--- config.mk ---
export PLATFORM = sky130hd
export DESIGN_NAME = uart_cmd_master
export DESIGN_NICKNAME = d
export VERILOG_FILES = /design/src/rtl/uart_cmd_master.sv
export SDC_FILE = /design/constraint.sdc
export NUM_CORES = 1
export LEC_CHECK = 0
export CORE_MARGIN = 2
export CORE_UTILIZATION = 52
export DETAILED_ROUTE_END_ITERATION = 7
export GPL_ROUTABILITY_DRIVEN = 0
export MAX_ROUTING_LAYER = met4
export PLACE_DENSITY = 0.77
export SKIP_CTS_REPAIR_TIMING = 1
export SLEW_MARGIN = 40
export SYNTH_ARGS = -nofsm -noshare
export SYNTH_HDL_FRONTEND = slang
export SYNTH_SLANG_ARGS = --single-unit
--- constraint.sdc ---
create_clock -name clk -period 2.5 [get_ports clk]
set_input_delay 0.25 -clock clk [delete_from_list [all_inputs] [get_ports clk]]
set_output_delay 0.25 -clock clk [all_outputs]
set_load 0.02 [all_outputs]
--- src/rtl/uart_cmd_master.sv ---
// Purpose: UART command master. Sends CMD_BYTES command bytes, then for reads collects RD_BYTES reply bytes.
// Latency: a write frees cmd_rdy CMD_BYTES*frame*CLK_DIV + (CMD_BYTES-1)*GAP_BITS*CLK_DIV + 2 cycles after acceptance.
// Backpressure: cmd_rdy is high only in IDLE. The read result is a one-cycle read_vld pulse with no ready.
// Ports: clk/rst (sync, active-high); cmd_in/cmd_vld/cmd_rdy command handshake, cmd_in MSB=1 means write;
//        rx/tx serial lines (idle high); read_data/read_vld/read_err read result, first byte in the MSBs.
module uart_cmd_master #(
  parameter int CMD_BYTES  = 2,
  parameter int RD_BYTES   = 1,
  parameter int CLK_DIV    = 434,
  parameter int PARITY     = 2,
  parameter int GAP_BITS   = 15,
  parameter int RX_TIMEOUT = 64
) (
  input  logic                  clk,
  input  logic                  rst,
  input  logic [CMD_BYTES*8-1:0] cmd_in,
  input  logic                  cmd_vld,
  output logic                  cmd_rdy,
  input  logic                  rx,
  output logic                  tx,
  output logic [RD_BYTES*8-1:0] read_data,
  output logic                  read_vld,
  output logic                  read_err
);

  localparam int CW     = CMD_BYTES * 8;
  localparam int RW     = RD_BYTES * 8;
  localparam int HALF   = CLK_DIV / 2;
  localparam int TO_CYC = RX_TIMEOUT * CLK_DIV;
  localparam int BW     = $clog2(CLK_DIV);
  localparam int GW     = (GAP_BITS > 1) ? $clog2(GAP_BITS) : 1;
  localparam int TBW    = (CMD_BYTES > 1) ? $clog2(CMD_BYTES) : 1;
  localparam int RBW    = (RD_BYTES > 1) ? $clog2(RD_BYTES) : 1;
  localparam int TOW    = (TO_CYC > 1) ? $clog2(TO_CYC) : 1;

  localparam logic [BW-1:0]  BAUD_LAST = BW'(CLK_DIV - 1);
  localparam logic [BW-1:0]  HALF_LAST = BW'(HALF - 1);
  localparam logic [GW-1:0]  GAP_LAST  = GW'((GAP_BITS > 0) ? GAP_BITS - 1 : 0);
  localparam logic [TBW-1:0] TXB_LAST  = TBW'(CMD_BYTES - 1);
  localparam logic [RBW-1:0] RXB_LAST  = RBW'(RD_BYTES - 1);
  localparam logic [TOW-1:0] TO_LAST   = TOW'(TO_CYC - 1);
  localparam logic PAR_EN  = (PARITY != 0);
  localparam logic PAR_ODD = (PARITY == 1);
  localparam logic GAP_EN  = (GAP_BITS != 0);

  typedef enum logic [3:0] {
    IDLE, TX_START, TX_DATA, TX_PAR, TX_STOP, TX_GAP,
    RX_WAIT, RX_START, RX_DATA, RX_PAR, RX_STOP, DONE
  } state_t;

  state_t state, state_n;

  logic [CW-1:0]  cmd_reg;
  logic           is_wr;
  logic [BW-1:0]  baud_cnt;
  logic [2:0]     bit_cnt;
  logic [GW-1:0]  gap_cnt;
  logic [TBW-1:0] txb_cnt;
  logic [RBW-1:0] rxb_cnt;
  logic [TOW-1:0] to_cnt;
  logic           rx_s1, rx_s2, rx_prev;
  logic [7:0]     rx_sh;
  logic [RW-1:0]  rd_buf;
  logic           err_flag;

  logic           tick, rx_fall, tx_last, rx_last, timed_out, in_rx, par_bad;
  logic [7:0]     tx_byte;
  logic           tx_par;
  logic [RW-1:0]  rd_buf_n;

  assign tick      = (baud_cnt == '0);
  assign rx_fall   = rx_prev & ~rx_s2;
  assign tx_last   = (txb_cnt == TXB_LAST);
  assign rx_last   = (rxb_cnt == RXB_LAST);
  assign timed_out = (to_cnt == TO_LAST);
  assign in_rx     = (state == RX_WAIT) || (state == RX_START) || (state == RX_DATA) ||
                     (state == RX_PAR)  || (state == RX_STOP);
  // The byte on the wire is always the top byte; cmd_reg shifts left after each stop bit.
  assign tx_byte   = cmd_reg[CW-1 -: 8];
  assign tx_par    = (^tx_byte) ^ PAR_ODD;
  // Even parity: data plus parity has an even number of ones; odd mode inverts that.
  assign par_bad   = (^{rx_sh, rx_s2}) ^ PAR_ODD;
  assign rd_buf_n  = (rd_buf << 8) | RW'(rx_sh);

  // State register
  always_ff @(posedge clk) begin
    if (rst) state <= IDLE;
    else     state <= state_n;
  end

  // Next-state logic
  always_comb begin
    state_n = state;
    case (state)
      IDLE:     if (cmd_vld) state_n = TX_START;
      TX_START: if (tick) state_n = TX_DATA;
      TX_DATA:  if (tick && bit_cnt == 3'd7) state_n = PAR_EN ? TX_PAR : TX_STOP;
      TX_PAR:   if (tick) state_n = TX_STOP;
      TX_STOP: begin
        if (tick) begin
          if (!tx_last) state_n = GAP_EN ? TX_GAP : TX_START;
          else          state_n = is_wr ? DONE : RX_WAIT;
        end
      end
      TX_GAP:   if (tick && gap_cnt == GAP_LAST) state_n = TX_START;
      RX_WAIT: begin
        if (rx_fall)        state_n = RX_START;
        else if (timed_out) state_n = DONE;
      end
      // Start bit still high at mid-bit means a glitch: resume waiting.
      RX_START: if (tick) state_n = rx_s2 ? RX_WAIT : RX_DATA;
      RX_DATA:  if (tick && bit_cnt == 3'd7) state_n = PAR_EN ? RX_PAR : RX_STOP;
      RX_PAR:   if (tick) state_n = RX_STOP;
      RX_STOP:  if (tick) state_n = rx_last ? DONE : RX_WAIT;
      DONE:     state_n = IDLE;
      default:  state_n = IDLE;
    endcase
  end

  // Outputs
  always_comb begin
    cmd_rdy  = 1'b0;
    tx       = 1'b1;
    read_vld = 1'b0;
    case (state)
      IDLE:     cmd_rdy  = 1'b1;
      TX_START: tx       = 1'b0;
      TX_DATA:  tx       = tx_byte[bit_cnt];
      TX_PAR:   tx       = tx_par;
      DONE:     read_vld = ~is_wr;
      default:  ;
    endcase
  end

  // Datapath and counters
  always_ff @(posedge clk) begin
    if (rst) begin
      cmd_reg   <= '0;
      is_wr     <= 1'b0;
      baud_cnt  <= '0;
      bit_cnt   <= '0;
      gap_cnt   <= '0;
      txb_cnt   <= '0;
      rxb_cnt   <= '0;
      to_cnt    <= '0;
      rx_s1     <= 1'b1;
      rx_s2     <= 1'b1;
      rx_prev   <= 1'b1;
      rx_sh     <= '0;
      rd_buf    <= '0;
      err_flag  <= 1'b0;
      read_data <= '0;
      read_err  <= 1'b0;
    end else begin
      rx_s1   <= rx;
      rx_s2   <= rx_s1;
      rx_prev <= rx_s2;

      // Every bit boundary reloads; entering RX_START loads a half bit so later samples land mid-bit.
      if (state_n != state)
        baud_cnt <= (state_n == RX_START) ? HALF_LAST : BAUD_LAST;
      else if (tick)
        baud_cnt <= BAUD_LAST;
      else
        baud_cnt <= baud_cnt - BW'(1);

      if (state_n != state)
        bit_cnt <= '0;
      else if (tick && (state == TX_DATA || state == RX_DATA))
        bit_cnt <= bit_cnt + 3'd1;

      if (state_n != state)
        gap_cnt <= '0;
      else if (tick && state == TX_GAP)
        gap_cnt <= gap_cnt + GW'(1);

      if (state == IDLE && cmd_vld) begin
        cmd_reg  <= cmd_in;
        is_wr    <= cmd_in[CW-1];
        txb_cnt  <= '0;
        rxb_cnt  <= '0;
        err_flag <= 1'b0;
        rd_buf   <= '0;
      end

      if (state == TX_STOP && tick) begin
        cmd_reg <= cmd_reg << 8;
        if (!tx_last) txb_cnt <= txb_cnt + TBW'(1);
      end

      // Timeout runs from the first RX_WAIT entry for the whole read and saturates.
      if (state == TX_STOP && state_n == RX_WAIT)
        to_cnt <= '0;
      else if (in_rx && !timed_out)
        to_cnt <= to_cnt + TOW'(1);

      if (state == RX_DATA && tick)
        rx_sh <= {rx_s2, rx_sh[7:1]};

      if (state == RX_PAR && tick && par_bad)
        err_flag <= 1'b1;

      if (state == RX_STOP && tick) begin
        rd_buf <= rd_buf_n;
        if (!rx_s2) err_flag <= 1'b1;
        if (!rx_last) rxb_cnt <= rxb_cnt + RBW'(1);
        else begin
          read_data <= rd_buf_n;
          read_err  <= err_flag | ~rx_s2;
        end
      end

      if (state == RX_WAIT && state_n == DONE) begin
        read_data <= '0;
        read_err  <= 1'b1;
      end
    end
  end

endmodule

==> results.toml <==
[route]
vias = 3311
vias_per_cell = 5.565
drc = 0
wl_per_cell_um = 13.68
drt_pass1_iterations = 5
ant_nets = 0
routed_wl_mm = 8.138
drt_iter0_markers = 223

[job]
cap_violations = 0

[global_route]
antenna_found_initial = 0
grtUsageTotal_pct = 22.04
grt_max_degree = 20
grt_pass1_wl_mm = 13.11
grt_pass1_vias = 2983
grt-ovfl-total = 0

[synth]
yosys.area_share.simple_pct = 26.15
ys_ff_latch = 75
synth.avg_cell_area_sq_um = 8.468
ys_seq_area_share_pct = 40.76
synth_ff_type = "dfxtp_1"
synth.distinct_cells = 54
synth_cells = 435
synthXorXnorAreaFrac_pct = 9.035
muxShareOfSynthArea_pct = 4.755
synth_top_area_share_pct = 40.76
synthAdderAreaFrac_pct = 2.378
yosys.area.top_type = "dfxtp_1"
syn_area_sq_mm = 0.003684
synth_compound_area_share_pct = 13.35
async_flop_share_pct = 0
synth_area_leaders = "dfxtp_1, nand2_1, xnor2_1"
synth-edff-count = 0
yosysMostFrequentCell = "dfxtp_1"
yosysWarningCount = 0
synth_common_cells = "dfxtp_1, nand2_1, nor2_1, a21oi_1, xnor2_1"
synth_top_family_by_area = "simple AND/OR/NAND/NOR gates"
synth_fp_nets = 462

[setup_path]
cpMaxStageDelayCell = "a221o_1"
worstSetupStartpointType = "flop"
cpMostUsedCell = "buf_6"
slowest_delay_ns = 0.40
worstPathCellList = "inv_2 -> ha_4 -> nor4b_4 -> a31oi_2 -> a311o_1 -> or3_1 -> a221o_1 -> buf_6 -> nor3_4 -> buf_6 -> a21oi_1"
cp_max_fo = 6
crit_arrival_ns = 2.99
rr_worst_depth = 11
worstPathRequired_ns = 2.71
cp_num_buf_inv = 3
worst-path-stages = 11
end_kind = "flop"
path_delay_family = "compound AO/OA/AOI/OAI gates"
crit_type = "reg -> reg"

[sta]
maxSlewViolCount = 0
finalCritPeriodShare_pct = 111.0
tns_ns = -3.213
hold_violations = 0
max_slew.worst_pin.slew_ns = 0.5316
rsz0062_at_grt = "true"
fmax_ghz = 0.3602
setup_viol = 16
period_minus_slack_ns = 2.776
skew_ns = 0.01027
relSlewSlack_pct = 64.49
fin_ws_ns = -0.2761

[cells_and_area]
largest_reg_flops = 16
drive_gt1_share_pct = 17.03
seq_area_sq_mm = 0.001505
syn_to_final_growth_pct = 24.01
multi_input_area_sq_mm = 0.002111
fin_nets = 521
nFillCells = 577
diodes = 0
design_area_sq_mm = 0.004568

[pwr]
finalPower_uw = 3702
p_leak_uw = 0.001635
p_per_area_mw_per_mm2 = 810.3
worst_ir_drop_vdd_v = 0.0003652

[floorplan]
fp.coreArea_sq_mm = 0.006832
io_pins = 32
die_w_um = 88.17
initial_core_util_pct = 53.92
die_h_um = 88.17
dieArea_sq_mm = 0.007773
rows = 30

[run_status]
status = "finished with violations"
violations = "negative setup slack"

[placed_design]
buffer_ports.inserted = 31
hpwl_mm = 5.784
dpl_cell_area_sq_mm = 0.004318

[clock_network]
cts.sinks = 75
clk_pin_slew_ns = 0.08
clock_path_buffers = 2
cts_made_buffers = 9
cts_tree = "done"
clk_latency_ns = 0.35
htree_levels = 3
cts_root_buf = "clkbuf_8"

[worst_hold_path]
hp-class = "reg -> reg"
hold_depth = 1
[final timing paths]
kind | start | to | slack [ns]
setup reg to reg | baud_cnt[1]$_SDFF_PP0_ | baud_cnt[7]$_SDFF_PP0_ | -0.28
hold / removal | rx_s1$_SDFF_PP1_ | rx_s2$_SDFF_PP1_ | 0.42
setup / recovery | baud_cnt[1]$_SDFF_PP0_ | baud_cnt[7]$_SDFF_PP0_ | -0.28
hold reg to reg | rx_s1$_SDFF_PP1_ | rx_s2$_SDFF_PP1_ | 0.42
[per-stage QoR]
| step | util (%) | setup slack [ns] | hold slack, ns | instances |
|---|---|---|---|---|
| 3_3_place_gp | 63.21 | -0.1196 | 0.3956 | 576 |
| 6_report | 66.87 | -0.2761 | 0.4176 | 595 |
| 2_1_floorplan | - | -0.1452 | 0.3538 | 435 |
| 3_5_place_dp | 63.21 | -0.2545 | 0.4048 | 576 |
| 4_1_cts | 65.68 | -0.3307 | 0.4239 | 592 |
| 5_1_grt | 66.87 | -0.3641 | 0.4359 | 595 |
[cells in the final DEF, fill, tap and decap left out, types with 3 or more instances in the layout]
cell type / count
nand4_1: 6
mux2i_1: 13
nor4_1: 3
and2_1: 3
nor3_1: 9
a311oi_1: 7
nand2b_1: 4
nand3_1: 14
o21ai_0: 7
xor2_1: 10
inv_1: 8
nor3b_1: 3
a21oi_1: 36
a211oi_1: 3
clkinvlp_4: 3
nor2b_1: 6
or2_2: 4
clkdlybuf4s50_1: 30
clkbuf_8: 9
nand2_1: 66
nor2_1: 46
xnor2_1: 28
nor2_2: 3
dfxtp_1: 72
dfxtp_2: 3
buf_4: 36
or3_1: 5
ha_1: 6
[layer usage]
layer | wire (um) | track usage (%) | up-vias
li1 | - | - | 1631
met1 | 3720 | 27.71 | 1538
met2 | 3843 | 34.18 | 114
met3 | 384 | 4.524 | 28
met4 | 189 | 9.780 | 0
met5 | 0 | - | -
[layout make-up]
class                      count  area share (%)
timing repair buffer          70           13.69
tap                           96           2.629
clock buffer                  10           2.794
clock inverter                 6          0.9039
sequential                    75           32.95
inverter                      10          0.8217
multi-input combinational    328           46.21
[kinds of logic (layout without fill, tap and decap cells)]
group / count (synthesis) / in the layout
DFF: 75 / 75
adders and majority gates: 7 / 7
AOI/OAI and AO/OA: 75 / 75
and+or+nand+nor: 193 / 193
buffers and inverters: 32 / 96
muxes: 15 / 15
xor gates and xnor gates: 38 / 38
[report_power, final]
| group | switching (uW) | internal (uW) | leakage [uW] | total, uW |
|---|---|---|---|---|
| Clock | 445 | 360 | 0.0000787 | 804 |
| Sequential | 123 | 1320 | 0.000611 | 1450 |
| Combinational | 717 | 733 | 0.000945 | 1450 |
| Total | 1280 | 2420 | 0.00163 | 3700 |
Power figures use the tool's default switching activity.
